$ cat src/rtl/decode_stage_if.sv
// Fetch-to-decode and decode-to-execute handshake bundle for decode_stage.
// The slave modport is the decode stage; the master modport is its surroundings (fetch and execute).
interface decode_stage_if #(
  parameter int XLEN = 32
);
  logic            in_valid;
  logic            in_ready;
  logic [31:0]     in_instr;
  logic [XLEN-1:0] in_pc;

  logic            out_valid;
  logic            out_ready;
  logic [XLEN-1:0] out_pc;
  logic [XLEN-1:0] out_rs1_val;
  logic [XLEN-1:0] out_rs2_val;
  logic [XLEN-1:0] out_imm;
  logic [4:0]      out_rd;
  logic [6:0]      out_opcode;
  logic [2:0]      out_funct3;
  logic [6:0]      out_funct7;
  logic            out_rd_we;

  modport slave (
    input  in_valid, in_instr, in_pc, out_ready,
    output in_ready, out_valid, out_pc, out_rs1_val, out_rs2_val, out_imm,
           out_rd, out_opcode, out_funct3, out_funct7, out_rd_we
  );

  modport master (
    output in_valid, in_instr, in_pc, out_ready,
    input  in_ready, out_valid, out_pc, out_rs1_val, out_rs2_val, out_imm,
           out_rd, out_opcode, out_funct3, out_funct7, out_rd_we
  );
endinterface

$ cat src/rtl/decode_stage.sv
// RV32I-style decode stage: field and immediate decode, a busy-bit scoreboard and a registered output slot.
// Optional macro DECODE_BYPASS_EN lets a same-cycle writeback feed a busy source instead of stalling.
module decode_stage #(
  parameter int XLEN = 32
) (
  input  logic            clk,
  input  logic            rst_n,
  decode_stage_if.slave   bus,
  output logic [4:0]      rf_rd_addr1,
  output logic [4:0]      rf_rd_addr2,
  input  logic [XLEN-1:0] rf_rd_data1,
  input  logic [XLEN-1:0] rf_rd_data2,
  input  logic            wb_valid,
  input  logic [4:0]      wb_addr,
  input  logic [XLEN-1:0] wb_data
);
  localparam logic [6:0] OP_LOAD   = 7'h03;
  localparam logic [6:0] OP_IMM    = 7'h13;
  localparam logic [6:0] OP_AUIPC  = 7'h17;
  localparam logic [6:0] OP_STORE  = 7'h23;
  localparam logic [6:0] OP_REG    = 7'h33;
  localparam logic [6:0] OP_LUI    = 7'h37;
  localparam logic [6:0] OP_BRANCH = 7'h63;
  localparam logic [6:0] OP_JALR   = 7'h67;
  localparam logic [6:0] OP_JAL    = 7'h6F;

  logic [31:0]     instr;
  logic [6:0]      opcode;
  logic [4:0]      rd;
  logic            uses_rs1;
  logic            uses_rs2;
  logic            writes_op;
  logic            rd_we;
  logic [31:0]     imm32;
  logic [XLEN-1:0] imm_ext;

  logic [31:0]           busy_reg;
  logic [31:0]           busy_next;
  logic [1:0]            src_use;
  logic [1:0]            src_stall;
  logic [1:0][4:0]       src_addr;
  logic [1:0][XLEN-1:0]  src_rf;
  logic [1:0][XLEN-1:0]  src_val;
  logic                  hazard;
  logic                  fire;

  assign instr       = bus.in_instr;
  assign opcode      = instr[6:0];
  assign rd          = instr[11:7];
  assign rf_rd_addr1 = instr[19:15];
  assign rf_rd_addr2 = instr[24:20];

  always_comb begin
    uses_rs1  = 1'b0;
    uses_rs2  = 1'b0;
    writes_op = 1'b0;
    imm32     = '0;
    case (opcode)
      OP_LOAD, OP_IMM, OP_JALR: begin
        uses_rs1  = 1'b1;
        writes_op = 1'b1;
        imm32     = {{20{instr[31]}}, instr[31:20]};
      end
      OP_STORE: begin
        uses_rs1 = 1'b1;
        uses_rs2 = 1'b1;
        imm32    = {{20{instr[31]}}, instr[31:25], instr[11:7]};
      end
      OP_BRANCH: begin
        uses_rs1 = 1'b1;
        uses_rs2 = 1'b1;
        imm32    = {{19{instr[31]}}, instr[31], instr[7], instr[30:25], instr[11:8], 1'b0};
      end
      OP_REG: begin
        uses_rs1  = 1'b1;
        uses_rs2  = 1'b1;
        writes_op = 1'b1;
      end
      OP_LUI, OP_AUIPC: begin
        writes_op = 1'b1;
        imm32     = {instr[31:12], 12'b0};
      end
      OP_JAL: begin
        writes_op = 1'b1;
        imm32     = {{11{instr[31]}}, instr[31], instr[19:12], instr[20], instr[30:21], 1'b0};
      end
      default: ;
    endcase
  end

  assign rd_we = writes_op && (rd != 5'd0);

  // Widen the 32-bit immediate to the datapath width with sign extension.
  generate
    if (XLEN > 32) begin : g_imm_wide
      assign imm_ext = {{(XLEN-32){imm32[31]}}, imm32};
    end else begin : g_imm_narrow
      assign imm_ext = imm32[XLEN-1:0];
    end
  endgenerate

  assign src_use[0]  = uses_rs1;
  assign src_use[1]  = uses_rs2;
  assign src_addr[0] = rf_rd_addr1;
  assign src_addr[1] = rf_rd_addr2;
  assign src_rf[0]   = rf_rd_data1;
  assign src_rf[1]   = rf_rd_data2;

  // x0 and unused sources always capture zero, whatever the register file returns.
  genvar gi;
  generate
    for (gi = 0; gi < 2; gi++) begin : g_src
      logic live;
      assign live = src_use[gi] && (src_addr[gi] != 5'd0);
`ifdef DECODE_BYPASS_EN
      logic byp;
      assign byp           = wb_valid && (wb_addr == src_addr[gi]);
      assign src_stall[gi] = live && busy_reg[src_addr[gi]] && !byp;
      assign src_val[gi]   = !live ? '0 : (byp ? wb_data : src_rf[gi]);
`else
      assign src_stall[gi] = live && busy_reg[src_addr[gi]];
      assign src_val[gi]   = live ? src_rf[gi] : '0;
`endif
    end
  endgenerate

`ifndef DECODE_BYPASS_EN
  logic unused_wb_data;
  assign unused_wb_data = ^wb_data;
`endif

  assign hazard       = bus.in_valid && ((|src_stall) || (rd_we && busy_reg[rd]));
  assign bus.in_ready = (!bus.out_valid || bus.out_ready) && !hazard;
  assign fire         = bus.in_valid && bus.in_ready;

  // Set beats clear so a new writer issued alongside the old writer's writeback stays tracked.
  assign busy_next[0] = 1'b0;
  generate
    for (gi = 1; gi < 32; gi++) begin : g_busy
      assign busy_next[gi] = (fire && rd_we && (rd == 5'(gi))) ||
                             (busy_reg[gi] && !(wb_valid && (wb_addr == 5'(gi))));
    end
  endgenerate

  always_ff @(posedge clk or negedge rst_n) begin
    if (!rst_n) begin
      busy_reg <= '0;
    end else begin
      busy_reg <= busy_next;
    end
  end

  always_ff @(posedge clk or negedge rst_n) begin
    if (!rst_n) begin
      bus.out_valid   <= 1'b0;
      bus.out_pc      <= '0;
      bus.out_rs1_val <= '0;
      bus.out_rs2_val <= '0;
      bus.out_imm     <= '0;
      bus.out_rd      <= '0;
      bus.out_opcode  <= '0;
      bus.out_funct3  <= '0;
      bus.out_funct7  <= '0;
      bus.out_rd_we   <= 1'b0;
    end else if (fire) begin
      bus.out_valid   <= 1'b1;
      bus.out_pc      <= bus.in_pc;
      bus.out_rs1_val <= src_val[0];
      bus.out_rs2_val <= src_val[1];
      bus.out_imm     <= imm_ext;
      bus.out_rd      <= rd;
      bus.out_opcode  <= opcode;
      bus.out_funct3  <= instr[14:12];
      bus.out_funct7  <= instr[31:25];
      bus.out_rd_we   <= rd_we;
    end else if (bus.out_ready) begin
      bus.out_valid   <= 1'b0;
    end
  end
endmodule

$ cat src/flat_wrapper.sv
// flat-port wrapper written by rule: the top's interface ports become plain ports
module decode_stage_flat 
#(
  parameter int XLEN = 32
)
  (clk, rst_n, rf_rd_addr1, rf_rd_addr2, rf_rd_data1, rf_rd_data2, wb_valid, wb_addr, wb_data, bus_in_valid, bus_in_instr, bus_in_pc, bus_out_ready, bus_in_ready, bus_out_valid, bus_out_pc, bus_out_rs1_val, bus_out_rs2_val, bus_out_imm, bus_out_rd, bus_out_opcode, bus_out_funct3, bus_out_funct7, bus_out_rd_we);
  decode_stage_if #(.XLEN(XLEN)) bus_i ();
  input  logic clk;
  input  logic rst_n;
  output logic [4:0] rf_rd_addr1;
  output logic [4:0] rf_rd_addr2;
  input  logic [XLEN-1:0] rf_rd_data1;
  input  logic [XLEN-1:0] rf_rd_data2;
  input  logic wb_valid;
  input  logic [4:0] wb_addr;
  input  logic [XLEN-1:0] wb_data;
  input wire logic [$bits(bus_i.in_valid)-1:0] bus_in_valid;
  input wire logic [$bits(bus_i.in_instr)-1:0] bus_in_instr;
  input wire logic [$bits(bus_i.in_pc)-1:0] bus_in_pc;
  input wire logic [$bits(bus_i.out_ready)-1:0] bus_out_ready;
  output wire logic [$bits(bus_i.in_ready)-1:0] bus_in_ready;
  output wire logic [$bits(bus_i.out_valid)-1:0] bus_out_valid;
  output wire logic [$bits(bus_i.out_pc)-1:0] bus_out_pc;
  output wire logic [$bits(bus_i.out_rs1_val)-1:0] bus_out_rs1_val;
  output wire logic [$bits(bus_i.out_rs2_val)-1:0] bus_out_rs2_val;
  output wire logic [$bits(bus_i.out_imm)-1:0] bus_out_imm;
  output wire logic [$bits(bus_i.out_rd)-1:0] bus_out_rd;
  output wire logic [$bits(bus_i.out_opcode)-1:0] bus_out_opcode;
  output wire logic [$bits(bus_i.out_funct3)-1:0] bus_out_funct3;
  output wire logic [$bits(bus_i.out_funct7)-1:0] bus_out_funct7;
  output wire logic [$bits(bus_i.out_rd_we)-1:0] bus_out_rd_we;
  assign bus_i.in_valid = bus_in_valid;
  assign bus_i.in_instr = bus_in_instr;
  assign bus_i.in_pc = bus_in_pc;
  assign bus_i.out_ready = bus_out_ready;
  assign bus_in_ready = bus_i.in_ready;
  assign bus_out_valid = bus_i.out_valid;
  assign bus_out_pc = bus_i.out_pc;
  assign bus_out_rs1_val = bus_i.out_rs1_val;
  assign bus_out_rs2_val = bus_i.out_rs2_val;
  assign bus_out_imm = bus_i.out_imm;
  assign bus_out_rd = bus_i.out_rd;
  assign bus_out_opcode = bus_i.out_opcode;
  assign bus_out_funct3 = bus_i.out_funct3;
  assign bus_out_funct7 = bus_i.out_funct7;
  assign bus_out_rd_we = bus_i.out_rd_we;
  decode_stage #(.XLEN(XLEN)) u_core (.clk(clk), .rst_n(rst_n), .bus(bus_i), .rf_rd_addr1(rf_rd_addr1), .rf_rd_addr2(rf_rd_addr2), .rf_rd_data1(rf_rd_data1), .rf_rd_data2(rf_rd_data2), .wb_valid(wb_valid), .wb_addr(wb_addr), .wb_data(wb_data));
endmodule
$ cat config.mk
export PLATFORM = sky130hd
export DESIGN_NAME = decode_stage_flat
export DESIGN_NICKNAME = d
export VERILOG_FILES = /design/src/rtl/decode_stage_if.sv /design/src/rtl/decode_stage.sv /design/src/flat_wrapper.sv
export SDC_FILE = /design/constraint.sdc
export NUM_CORES = 1
export LEC_CHECK = 0
export CAP_MARGIN = 20
export CORE_MARGIN = 1.5
export CORE_UTILIZATION = 40
export DETAILED_ROUTE_END_ITERATION = 10
export GPL_TIMING_DRIVEN = 0
export PLACE_DENSITY = 0.73
export SLEW_MARGIN = 0
export SYNTH_ARGS = -nofsm -noshare
export SYNTH_HDL_FRONTEND = slang
export SYNTH_SLANG_ARGS = --single-unit
$ cat constraint.sdc
create_clock -name clk -period 3.8 [get_ports clk]
set_input_delay 0.57 -clock clk [delete_from_list [all_inputs] [get_ports clk]]
set_output_delay 0.57 -clock clk [all_outputs]
set_load 0.03 [all_outputs]
==> flow_summary.ini <==
[logic_synthesis]
synth_edf_count = 0
synth_fp_nets = 963
syn_area_per_cell_um2 = 11.3
ys_warn_count = 0
ys_types = 49
synthArstFlopShare = 1.00
synth_seq_area_share = 0.513
synth_area_leader_cell = dfrtp_1
synthFlopType = dfrtp_1
synthesis.area_um2 = 8930
syn_inst = 793
synth-seq-cells = 183
synth_top_area_share = 0.513
ys_top_cells_by_area = dfrtp_1, mux2i_1, mux2_2, mux4_2, inv_1

[route]
drt_iter0_drc = 510
wl_met1_um = 11000
dr_wl_met3_um = 2130
ant_nets = 0
wl_per_cell_um = 18.9
dr.pass1.iters = 5
post-route-drc-count = 0
vias = 7260
routed_via_density = 5.19
routed-wl-met2_um = 12800
top_layer = met4
wirelength_um = 26400

[sta]
min_period_ns = 3.68
worstMarginPinSlew_ns = 0.741
drv_slew = 0
finalHoldViolCount = 0
slew_headroom = 0.506
clock.fmax_ghz = 0.272
layout_setup_ws_ns = 0.119
period_share = 0.969
rsz0062_at_grt = false
finClkSkew_ns = 0.0127
setup_viol = 0

[cts]
holdBufCountCts = 0
numClockSinks = 183
cts_tree = yes
clkTransAtPathRegs_ns = 0.07
cts_buffers = 17
clock_latency_ns = 0.43
h-tree-depth = 4
root_buffer = clkbuf_16
clock_path_buffers = 2

[setup_path]
cp_max_fo = 10
worstPathRequired_ns = 3.23
endpoint_kind = output port
crit_path_start_kind = primary input
critPathArrivalTime_ns = 3.11
worst-setup-path-type = primary input to output port

[grt]
grt_remaining_overflow = 0
antenna_found_initial = 0
grt_usage = 0.230
first_global_vias = 7473
grt_pass1_wl_um = 42000
grt_start_max_net_pins = 113

[min_path]
min_path_type = primary input to asynchronous set/reset pin

[pwr]
p_seq_frac = 0.417
combPwrFrac = 0.227
p_per_area_nw_per_um2 = 402
p_sw_mw = 1.54
p_leak_nw = 5.54
clkPwrFrac = 0.356
p_int_mw = 3.63
switching_share = 0.297
vdd_drop_max_v = 0.000298

[die]
ios = 333
fp.coreArea_um2 = 21900
dieWidth_um = 152
die-height_um = 152
die_area_um2 = 23200
row_count = 54
start_util = 0.408

[flow_run]
max_cap_violations = 0

[placed_design]
place_congestion = 0.904
dp_hpwl_um = 19700
portBuffers = 293
pre_cts_ws_ns = -0.406
placed_area_um2 = 12200

[finish]
drive_gt1_frac = 0.128
syn2layout_area_growth_pct = 44.1
nets = 1276
stdcell_area_um2 = 12900
n_antenna_cell = 0

[status]
status = finished clean
## power by group through the flow
| stage | combinational [mW] | clock [mW] | sequential [mW] |
|---|---|---|---|
| floorplan | 0.357 | 0 | 2.44 |
| global placement | 1.17 | 0 | 2.19 |
| detailed placement | 1.18 | 0 | 2.19 |
| CTS | 1.18 | 1.89 | 2.16 |
| global route | 1.24 | 1.96 | 2.17 |
| finish | 1.17 | 1.84 | 2.16 |
## metal layers
metal	vias up	track usage
li1	3355	-
met1	3551	0.296
met4	0	0.0659
met2	326	0.383
met5	-	0
met3	28	0.0589
## worst max-delay path, stage by stage
cell             delay, ns
clkdlybuf4s50_1       0.59
buf_4                 0.24
mux4_2                0.52
mux2i_1               0.16
o221ai_1              0.14
o2111ai_1             0.14
nand3_1               0.12
a21boi_1              0.27
clkdlybuf4s15_2       0.35
## cells in the mapped netlist (8+ instances only)
| library cell | n |
|---|---|
| nor2_1 | 9 |
| nand2_1 | 89 |
| mux2_2 | 42 |
| dfrtp_1 | 183 |
| buf_2 | 8 |
| clkbuf_1 | 23 |
| mux2_1 | 21 |
| mux2i_1 | 107 |
| a21oi_1 | 25 |
| o41ai_1 | 13 |
| mux4_2 | 17 |
| o31ai_1 | 16 |
| inv_1 | 97 |
| o21ai_0 | 37 |
| nand3_1 | 12 |
| buf_4 | 23 |
## cell families (layout without fill, tap and decap cells)
family,after synthesis,count (layout),share of synthesized area
buf+inv,157,483,0.0818
mux,187,187,0.242
compound gates,114,114,0.0834
flops,183,183,0.513
simple gates,152,152,0.0799
## cells in the final DEF, fill, tap and decap left out, types with 2 or more instances in the layout
master | netlist | layout
mux2_2 | 42 | 42
inv_1 | 97 | 97
nand3_1 | 12 | 12
a21oi_1 | 25 | 24
buf_6 | 6 | 6
nand4_1 | 7 | 7
nor2_1 | 9 | 9
bufinv_16 | 0 | 2
or2_2 | 5 | 5
clkdlybuf4s50_1 | 0 | 291
clkinv_4 | 0 | 3
inv_6 | 0 | 4
clkbuf_1 | 23 | 22
o41ai_1 | 13 | 13
nand2_1 | 89 | 89
nor2b_1 | 7 | 7
clkbuf_16 | 0 | 17
dfrtp_1 | 183 | 183
nand3b_1 | 3 | 3
buf_2 | 8 | 7
nand2b_1 | 5 | 5
nand4b_1 | 2 | 2
clkinv_2 | 0 | 2
mux2i_1 | 107 | 107
a22o_1 | 4 | 4
o31ai_1 | 16 | 16
buf_4 | 23 | 24
o22ai_1 | 4 | 4
nor3_1 | 3 | 3
or3_1 | 2 | 2
o21ai_0 | 37 | 37
mux4_2 | 17 | 17
o221ai_1 | 2 | 2
mux2_1 | 21 | 21
## worst paths after layout
| path | slack, ns | end | from | cells past startpoint |
|---|---|---|---|---|
| setup / recovery | 0.12 | bus_in_ready | bus_in_instr[15] | 9 |
| hold / removal | 0.09 | u_core.busy_reg[23] | rst_n | 1 |
| setup reg to reg | 1.21 | u_core.busy_reg[4] | u_core.busy_reg[7] | 7 |
| hold reg to reg | 0.49 | u_core.bus.out_pc[31] | u_core.bus.out_pc[31] | 1 |
| max in group asynchronous | 2.74 | u_core.bus.out_opcode[2] | rst_n | 2 |
| min in group clk | 0.49 | u_core.bus.out_pc[31] | u_core.bus.out_pc[31] | 1 |
## cell type report
type | instances | area (um^2)
clock inverter | 14 | 166
tap | 280 | 350
clock buffer | 18 | 439
multi-input combinational | 453 | 3640
fill | 1911 | 9020
timing repair buffer | 294 | 2970
buffer | 60 | 370
sequential | 183 | 4580
inverter | 97 | 364
## stage by stage
step	instances	util	setup TNS (ns)	total power, mW	hold slack, ns
floorplan	793	-	0	2.79	0.274
global placement	1366	0.558	-1065.78	3.36	0.473
detailed placement	1367	0.559	-7.40	3.37	0.481
CTS	1399	0.588	0	5.22	0.117
global route	1399	0.588	0	5.37	0.135
finish	1399	0.588	0	5.17	0.0902
## timing repair
| item | CTS | global route |
|---|---|---|
| resized for setup | 6 | 4 |
| endpoints found under the setup margin | 1 | 1 |
| setup buffers | 0 | 0 |
Note: power is estimated with default switching activity, not from simulation.
